**src/rtl/sram_arb_pkg.sv**
```systemverilog
// Shared types and helpers for the SRAM arbiter.
package sram_arb_pkg;

  // Top-level sequencer states.
  typedef enum logic [0:0] {
    ST_INIT,
    ST_RUN
  } state_e;

  // Width of a requester index; never less than one bit.
  function automatic int unsigned clog2_min1(input int unsigned n);
    return (n <= 2) ? 1 : $clog2(n);
  endfunction

endpackage

```
**src/rtl/rr_arbiter.sv**
```systemverilog
// Combinational round-robin pick: first asserted request at or after ptr_i, wrapping.
module rr_arbiter
  import sram_arb_pkg::*;
#(
  parameter int unsigned NumReq = 4,
  parameter int unsigned IdW    = 2
) (
  input  logic [NumReq-1:0] req_i,
  input  logic [IdW-1:0]    ptr_i,
  output logic [NumReq-1:0] gnt_o,
  output logic [IdW-1:0]    gnt_idx_o,
  output logic              gnt_valid_o
);

  // Scan ptr, ptr+1, ... modulo NumReq and stop at the first request.
  always_comb begin
    int unsigned idx;
    idx         = 0;
    gnt_o       = '0;
    gnt_idx_o   = '0;
    gnt_valid_o = 1'b0;
    for (int unsigned k = 0; k < NumReq; k++) begin
      idx = (32'(ptr_i) + k) % NumReq;
      if (!gnt_valid_o && req_i[idx]) begin
        gnt_valid_o = 1'b1;
        gnt_o[idx]  = 1'b1;
        gnt_idx_o   = IdW'(idx);
      end
    end
  end

endmodule

```
**src/rtl/sram_arbiter.sv**
```systemverilog
// Round-robin arbiter and command sequencer for a single-port SRAM.
// Grants one requester per cycle, registers the command onto the SRAM pins and
// returns tagged read data two cycles after the grant.
// Build option: define SRAM_ARB_INIT_EN to zero-fill INIT_WORDS words after reset.
module sram_arbiter
  import sram_arb_pkg::*;
#(
  parameter int unsigned NUM_REQ    = 4,
  parameter int unsigned ADDR_WIDTH = 16,
  parameter int unsigned DATA_WIDTH = 32,
  parameter int unsigned INIT_WORDS = 65536,
  localparam int unsigned ID_WIDTH  = clog2_min1(NUM_REQ)
) (
  input  logic                           clk,
  input  logic                           reset_n,
  input  logic [NUM_REQ-1:0]             req_valid,
  input  logic [NUM_REQ-1:0]             req_write,
  input  logic [NUM_REQ*ADDR_WIDTH-1:0]  req_addr,
  input  logic [NUM_REQ*DATA_WIDTH-1:0]  req_wdata,
  output logic [NUM_REQ-1:0]             req_ready,
  output logic                           rsp_valid,
  output logic [ID_WIDTH-1:0]            rsp_id,
  output logic [DATA_WIDTH-1:0]          rsp_data,
  output logic                           sram_we,
  output logic                           sram_re,
  output logic [ADDR_WIDTH-1:0]          sram_addr,
  output logic [DATA_WIDTH-1:0]          sram_wdata,
  input  logic [DATA_WIDTH-1:0]          sram_rdata,
  output logic                           init_done
);

  if (NUM_REQ < 2 || NUM_REQ > 8) begin : g_bad_num_req
    $error("NUM_REQ must be in 2..8");
  end
  if (INIT_WORDS < 1 || 64'(INIT_WORDS) > (64'd1 << ADDR_WIDTH)) begin : g_bad_init_words
    $error("INIT_WORDS must be in 1..2**ADDR_WIDTH");
  end

`ifdef SRAM_ARB_INIT_EN
  localparam state_e ResetState = ST_INIT;
  localparam logic [ADDR_WIDTH:0] LastInit = (ADDR_WIDTH + 1)'(INIT_WORDS - 1);
  logic [ADDR_WIDTH:0] init_cnt_q, init_cnt_d;
`else
  localparam state_e ResetState = ST_RUN;
`endif

  state_e                 state_q, state_d;
  logic                   init_done_q, init_done_d;
  logic [ID_WIDTH-1:0]    ptr_q, ptr_d;
  logic                   sram_we_q, sram_we_d;
  logic                   sram_re_q, sram_re_d;
  logic [ADDR_WIDTH-1:0]  sram_addr_q, sram_addr_d;
  logic [DATA_WIDTH-1:0]  sram_wdata_q, sram_wdata_d;
  logic [ID_WIDTH-1:0]    cmd_id_q, cmd_id_d;
  logic                   rsp_valid_q;
  logic [ID_WIDTH-1:0]    rsp_id_q;

  logic [NUM_REQ-1:0]     gnt;
  logic [ID_WIDTH-1:0]    gnt_idx;
  logic                   gnt_any;
  logic                   accept;
  logic                   hs;

  rr_arbiter #(
    .NumReq (NUM_REQ),
    .IdW    (ID_WIDTH)
  ) u_rr_arbiter (
    .req_i       (req_valid),
    .ptr_i       (ptr_q),
    .gnt_o       (gnt),
    .gnt_idx_o   (gnt_idx),
    .gnt_valid_o (gnt_any)
  );

  // init_done_q is clear throughout reset, so this also keeps req_ready low then.
  assign accept    = (state_q == ST_RUN) && init_done_q;
  assign req_ready = accept ? gnt : '0;
  assign hs        = accept && gnt_any;

  // Next-state: init sweep, arbitration pointer and the command to register onto the pins.
  always_comb begin
    state_d      = state_q;
    init_done_d  = init_done_q;
    ptr_d        = ptr_q;
    sram_we_d    = 1'b0;
    sram_re_d    = 1'b0;
    sram_addr_d  = sram_addr_q;
    sram_wdata_d = sram_wdata_q;
    cmd_id_d     = cmd_id_q;
`ifdef SRAM_ARB_INIT_EN
    init_cnt_d   = init_cnt_q;
`endif
    unique case (state_q)
      ST_INIT: begin
`ifdef SRAM_ARB_INIT_EN
        sram_we_d    = 1'b1;
        sram_addr_d  = init_cnt_q[ADDR_WIDTH-1:0];
        sram_wdata_d = '0;
        init_cnt_d   = init_cnt_q + 1'b1;
        if (init_cnt_q == LastInit) begin
          state_d     = ST_RUN;
          init_done_d = 1'b1;
        end
`else
        state_d = ST_RUN;
`endif
      end
      ST_RUN: begin
        init_done_d = 1'b1;
        if (hs) begin
          sram_we_d    = req_write[gnt_idx];
          sram_re_d    = ~req_write[gnt_idx];
          sram_addr_d  = req_addr[32'(gnt_idx)*ADDR_WIDTH +: ADDR_WIDTH];
          sram_wdata_d = req_wdata[32'(gnt_idx)*DATA_WIDTH +: DATA_WIDTH];
          cmd_id_d     = gnt_idx;
          ptr_d        = (32'(gnt_idx) == NUM_REQ - 1) ? '0 : gnt_idx + ID_WIDTH'(1);
        end
      end
      default: state_d = ResetState;
    endcase
  end

  // State, command and response registers; reset drops anything in flight.
  always_ff @(posedge clk or negedge reset_n) begin
    if (!reset_n) begin
      state_q      <= ResetState;
      init_done_q  <= 1'b0;
      ptr_q        <= '0;
      sram_we_q    <= 1'b0;
      sram_re_q    <= 1'b0;
      sram_addr_q  <= '0;
      sram_wdata_q <= '0;
      cmd_id_q     <= '0;
      rsp_valid_q  <= 1'b0;
      rsp_id_q     <= '0;
`ifdef SRAM_ARB_INIT_EN
      init_cnt_q   <= '0;
`endif
    end else begin
      state_q      <= state_d;
      init_done_q  <= init_done_d;
      ptr_q        <= ptr_d;
      sram_we_q    <= sram_we_d;
      sram_re_q    <= sram_re_d;
      sram_addr_q  <= sram_addr_d;
      sram_wdata_q <= sram_wdata_d;
      cmd_id_q     <= cmd_id_d;
      // Second stage of the read-tag pipeline: data arrives the cycle after sram_re.
      rsp_valid_q  <= sram_re_q;
      rsp_id_q     <= cmd_id_q;
`ifdef SRAM_ARB_INIT_EN
      init_cnt_q   <= init_cnt_d;
`endif
    end
  end

  assign sram_we    = sram_we_q;
  assign sram_re    = sram_re_q;
  assign sram_addr  = sram_addr_q;
  assign sram_wdata = sram_wdata_q;
  assign rsp_valid  = rsp_valid_q;
  assign rsp_id     = rsp_id_q;
  assign rsp_data   = sram_rdata;
  assign init_done  = init_done_q;

endmodule
```
**config.mk**
```make
export PLATFORM = sky130hd
export DESIGN_NAME = sram_arbiter
export DESIGN_NICKNAME = d
export VERILOG_FILES = /design/src/rtl/sram_arb_pkg.sv /design/src/rtl/rr_arbiter.sv /design/src/rtl/sram_arbiter.sv
export SDC_FILE = /design/constraint.sdc
export NUM_CORES = 1
export LEC_CHECK = 0
export CELL_PAD_IN_SITES_DETAIL_PLACEMENT = 0
export CELL_PAD_IN_SITES_GLOBAL_PLACEMENT = 1
export CORE_AREA = 2 2 122 154
export DETAILED_ROUTE_END_ITERATION = 12
export DIE_AREA = 0 0 124 156
export PLACE_DENSITY_LB_ADDON = 0.1
export SLEW_MARGIN = 20
export SYNTH_ARGS = -nofsm -noshare
export SYNTH_HDL_FRONTEND = slang
export SYNTH_SLANG_ARGS = --single-unit
```
**constraint.sdc**
```tcl
create_clock -name clk -period 3.35 [get_ports clk]
set_input_delay 0.335 -clock clk [delete_from_list [all_inputs] [get_ports clk]]
set_output_delay 0.335 -clock clk [all_outputs]
set_load 0.03 [all_outputs]
```
# == Yosys cells after proc, flatten, opt, wreduce, memory -nomap -nowiden ==
# Cells that the tools add are included.
# word_totals
input_bits,234
mem_bits_ro,0
mem_count,0
ram_bits,0
regBits,58
latch_bits,0
# classes
n_mul,0
bitwise,4
div_mod_pow,0
n_addsub,4
muxes,34
n_reduce_logical,11
order_cmp,9
eq_ne,1
shifts,2
# op_table
cell,count
128-bit by 8-bit variable part select with 32-bit output,1
64-bit by 7-bit variable part select with 16-bit output,1
4-bit two-way mux,5
"2-bit by 3-bit less-than comparator with 1-bit output, second input constant",5
1-bit two-way mux,15
4-bit OR,3
1-bit binary-select mux with 2-bit select,5
2-bit two-way mux,5
1-bit demux with 2-bit select,4
"2-bit by 1-bit greater-or-equal comparator with 1-bit output, second input constant",4
1-bit logical AND,8
"2-bit by 1-bit adder with 2-bit output, second input constant",2
"2-bit adder, second input constant",2
1-bit logical NOT,3
"2-bit == test, second input constant",1
1-bit inverter,1

# == Logic depth before layout (Yosys ltp) ==
# logic_depth
depth_word,16
ltp_mapped,12

# == Modules after synthesis ==
# Synthesis repeated with hierarchy kept, for this count alone.
# unflattened
hier_cells,265
hier_area_um2,4211.5
# modules_own_cells
module,area_per_inst_um2,n_inst,cells_each
sram_arbiter,3792.4,1,220
rr_arbiter,419.2,1,45

# == Worst setup path after synthesis ==
# OpenSTA, ideal clock, no wires.
# synth_path
path_kind,reg2out
startpoint,register ptr_q[0]
endpoint,output port req_ready[0]
path_stages_with_launch,9
n_path_buf,1
path_slack_ns,0.325
arrival_ns,2.690
path_cell_list,dfrtp_1 > buf_2 > inv_1 > ha_1 > mux4_2 > or3_4 > nor2_1 > a221oi_1 > nor2b_1
# synth_between
elab_chain_len,13
elab_cells_between_ends,48
# synth_rtl
element,line,rtl
"start, declared",sram_arbiter.sv:49,"logic [ID_WIDTH-1:0] ptr_q, ptr_d;"
"start signal, assigned",sram_arbiter.sv:142,ptr_q <= ptr_d;
"parallel branches: the longest is 11 deep, another holds 2-bit by 3-bit less-than comparator with 1-bit output",--,
4-bit two-way mux (*),rr_arbiter.sv:24,if (!gnt_valid_o && req_i[idx]) begin
4-bit two-way mux (*),sram_arbiter.sv:77,assign req_ready = accept ? gnt : '0;
"end, declared",sram_arbiter.sv:20,"output logic [NUM_REQ-1:0] req_ready,"
# Every way passes the cells marked *. The select of a mux whose other input is x is not followed.

# == Final worst setup path ==
# layout_path
startpoint,register ptr_q[0]
endpoint,output port req_ready[2]
# Same word-level chain as after synthesis.

==> results.py <==
metrics = {
    "routing": {
        "first_iter_violations": 99,
        "num_vias": 3976,
        "drc_errors": 0,
        "first_pass_iters": 4,
        "wl_um": 15300,
        "via_per_inst": 4.69,
        "drtAntennaViolNets": 0,
        "wl_per_cell_um": 18.1,
    },
    "logic_synthesis": {
        "syn_area_mm2": 0.00403,
        "yosys_warnings": 0,
        "synth_nets": 630,
        "seq_area_frac_synth_pct": 36.0,
        "syn_avg_cell_area_um2": 10.4,
        "yosysUniqueCellTypes": 35,
        "synth_seq_cells": 58,
        "postSynthCellCount": 388,
    },
    "status": {
        "status": "finished, final reports clean",
    },
    "setup_path": {
        "crit_type": "reg2out",
        "path_cells": "inv_1, ha_1, mux4_2, or3_4, nor2_1, a221oi_1, nor2b_1, buf_12",
        "required_ps": 3010,
        "cpPeakStageDelay_ps": 430,
        "endpoint_kind": "output port",
        "worstPathArrival_ps": 2840,
        "cp_slowest_cell": "mux4_2",
        "cpLargestDelayFamily": "simple AND/OR/NAND/NOR gates",
        "start_kind": "flop",
        "r2r_cells": 9,
        "crit_cells": 8,
        "worst-path-buf-inv": 2,
        "path_max_fanout": 9,
    },
    "placement": {
        "gp_congestion": 0.742,
        "place_hpwl_um": 12200,
        "dp_cells": 832,
        "placed_area_mm2": 0.00670,
        "portBuffers": 259,
    },
    "sta": {
        "rsz0062_at_grt": "no",
        "period_minus_slack_ps": 3180,
        "tightest_slew_ps": 913,
        "clock-skew-final_ps": 3.72,
        "timing.fmax_ghz": 0.315,
        "setup_tns_ps": 0,
        "min_period_over_period_pct": 94.8,
        "slew_headroom_pct": 39.2,
        "final-hold-violation-count": 0,
        "setup_viol": 0,
        "slew_viol_final": 0,
    },
    "finish": {
        "layout.cells.non_filler": 848,
        "fin_nets": 857,
        "area.growth.synth_to_final_pct": 72.8,
        "most-common-layout-cells": "clkdlybuf4s50_1, mux2i_1, dfrtp_1",
        "diodes": 0,
        "layout-drive-gt1-share_pct": 8.06,
        "final_area_mm2": 0.00697,
        "mostFrequentLayoutCell": "clkdlybuf4s50_1",
    },
    "clock_tree": {
        "cts_sinks": 58,
        "clkTransAtPathRegs_ps": 50,
        "cts_buffer_depth": 2,
        "cts_tree": "yes",
        "postCtsSetupRepairBufs": 0,
        "clock_latency_ps": 330,
        "cts-resized-gates": 0,
        "holdBufCountCts": 0,
        "htree_levels": 3,
        "root_buffer": "clkbuf_16",
        "numCtsBuffers": 9,
    },
    "power": {
        "p_leak_uw": 0.00291,
        "ir_worst_vdd_uv": 385,
        "power_uw": 6870,
        "cellPowerDensity_mw_per_mm2": 986,
    },
    "floorplanning": {
        "start_util_pct": 22.5,
        "die_h_um": 156,
        "coreArea_mm2": 0.0179,
        "die_w_um": 124,
        "num_rows": 55,
        "die-area_mm2": 0.0193,
        "io_pins": 324,
    },
    "global_routing": {
        "grt.total_usage_pct": 15.5,
        "antenna_found_initial": 0,
        "grt_pass1_wl_um": 22300,
        "grt_max_degree": 41,
        "grt_overflow": 0,
        "first_global_vias": 4150,
    },
    "job": {
        "maxCapViolCount": 0,
    },
    "worst_hold_path": {
        "hp-class": "in2async",
    },
}
-- synth_stat cells --
library cell | count | area [um2]
conb_1 | 1 | 3.75
mux2i_1 | 98 | 981
clkbuf_1 | 8 | 30.0
o21a_1 | 2 | 15.0
mux4_2 | 4 | 90.1
buf_6 | 7 | 78.8
a211o_1 | 1 | 8.76
nor3_1 | 1 | 5.00
xnor2_1 | 2 | 17.5
a211oi_1 | 1 | 7.51
o22a_1 | 1 | 8.76
o221ai_1 | 49 | 429
o21ai_1 | 1 | 5.00
nand2_2 | 2 | 12.5
dfrtp_1 | 58 | 1450
inv_2 | 1 | 3.75
nor2b_1 | 6 | 37.5
or3_4 | 1 | 11.3
ha_1 | 8 | 100
nand3_1 | 4 | 20.0
o21ai_0 | 4 | 20.0
a31oi_1 | 1 | 6.26
buf_2 | 10 | 50.1
nor2_1 | 8 | 30.0
a21oi_2 | 1 | 8.76
inv_1 | 3 | 11.3
a22oi_1 | 4 | 30.0
o21ai_2 | 2 | 17.5
a221oi_1 | 4 | 35.0
and2_1 | 2 | 12.5
and3_1 | 1 | 6.26
buf_4 | 36 | 270
a21oi_1 | 1 | 5.00
nand2_1 | 54 | 203
a31o_2 | 1 | 8.76
-- layout make-up --
class / count / area [um2]
fillers: 1821 / 10900
repair buffers: 277 / 2790
multi-input cells: 265 / 2160
flip-flops and latches: 58 / 1450
well taps: 228 / 285
clock buffers: 13 / 250
clock inverters: 3 / 15.0
inverters: 4 / 15.0
-- kinds of logic (layout without fill, tap and decap cells) --
kind of cell | after synthesis | in the layout | synth area share (%)
adders and majority gates | 8 | 8 | 2.48
DFF | 58 | 58 | 36.0
muxes | 102 | 102 | 26.6
other | 1 | 1 | 0.0930
xor gates and xnor gates | 2 | 2 | 0.435
AOI/OAI and AO/OA | 73 | 73 | 15.0
buffers and inverters | 65 | 297 | 11.0
and+or+nand+nor | 79 | 79 | 8.38
-- report_power, final --
group	switching, uW	internal [uW]	leakage [uW]
combinational	2600	2200	0.00207
sequential	174	1060	0.000715
clock	315	517	0.000133
total	3090	3780	0.00291
-- state kept, by name (all words and copies together), names as in the netlist, 2 cells and up --
name / count
cmd_id_q: 2
rsp_id: 2
sram_addr: 16
ptr_q: 2
sram_wdata: 32
-- worst register-to-register path: cells and delay by family (launching register included) --
family          cells  cell delay, ps
mux                 2             720
simple gates        2             500
buf+inv             2             450
flops               1             370
fa+ha+maj           1             330
compound gates      2             320
-- metal layers --
| metal | vias up | track usage (%) | share of wire [%] |
|---|---|---|---|
| li1 | 1879 | - | - |
| met1 | 1929 | 15.2 | 35 |
| met2 | 145 | 30.3 | 56 |
| met3 | 23 | 3.80 | 7.4 |
| met4 | 0 | 5.72 | 2.0 |
| met5 | - | 0 | 0 |
-- per-stage QoR --
step	util, %	setup slack, ps	hold slack (ps)
after global placement	37.5	325	361
after floorplan	-	325	39.4
after CTS	38.9	129	184
after detailed placement	37.5	257	362
final	38.9	174	135
after global routing	38.9	39.5	216
-- path summary, 6_finish.rpt --
| kind | start | end | slack (ps) |
|---|---|---|---|
| max | ptr_q[0]$_DFFE_PN0P_ | req_ready[2] | 170 |
| min | reset_n | sram_wdata[3]$_DFFE_PN0P_ | 130 |
| max reg2reg | ptr_q[0]$_DFFE_PN0P_ | sram_wdata[12]$_DFFE_PN0P_ | 530 |
| min reg2reg | cmd_id_q[1]$_DFFE_PN0P_ | rsp_id[1]$_DFF_PN0_ | 370 |
| max in group asynchronous | reset_n | sram_addr[11]$_DFFE_PN0P_ | 2390 |
| min in group clk | cmd_id_q[1]$_DFFE_PN0P_ | rsp_id[1]$_DFF_PN0_ | 370 |
(Power assumes the default switching activity.)
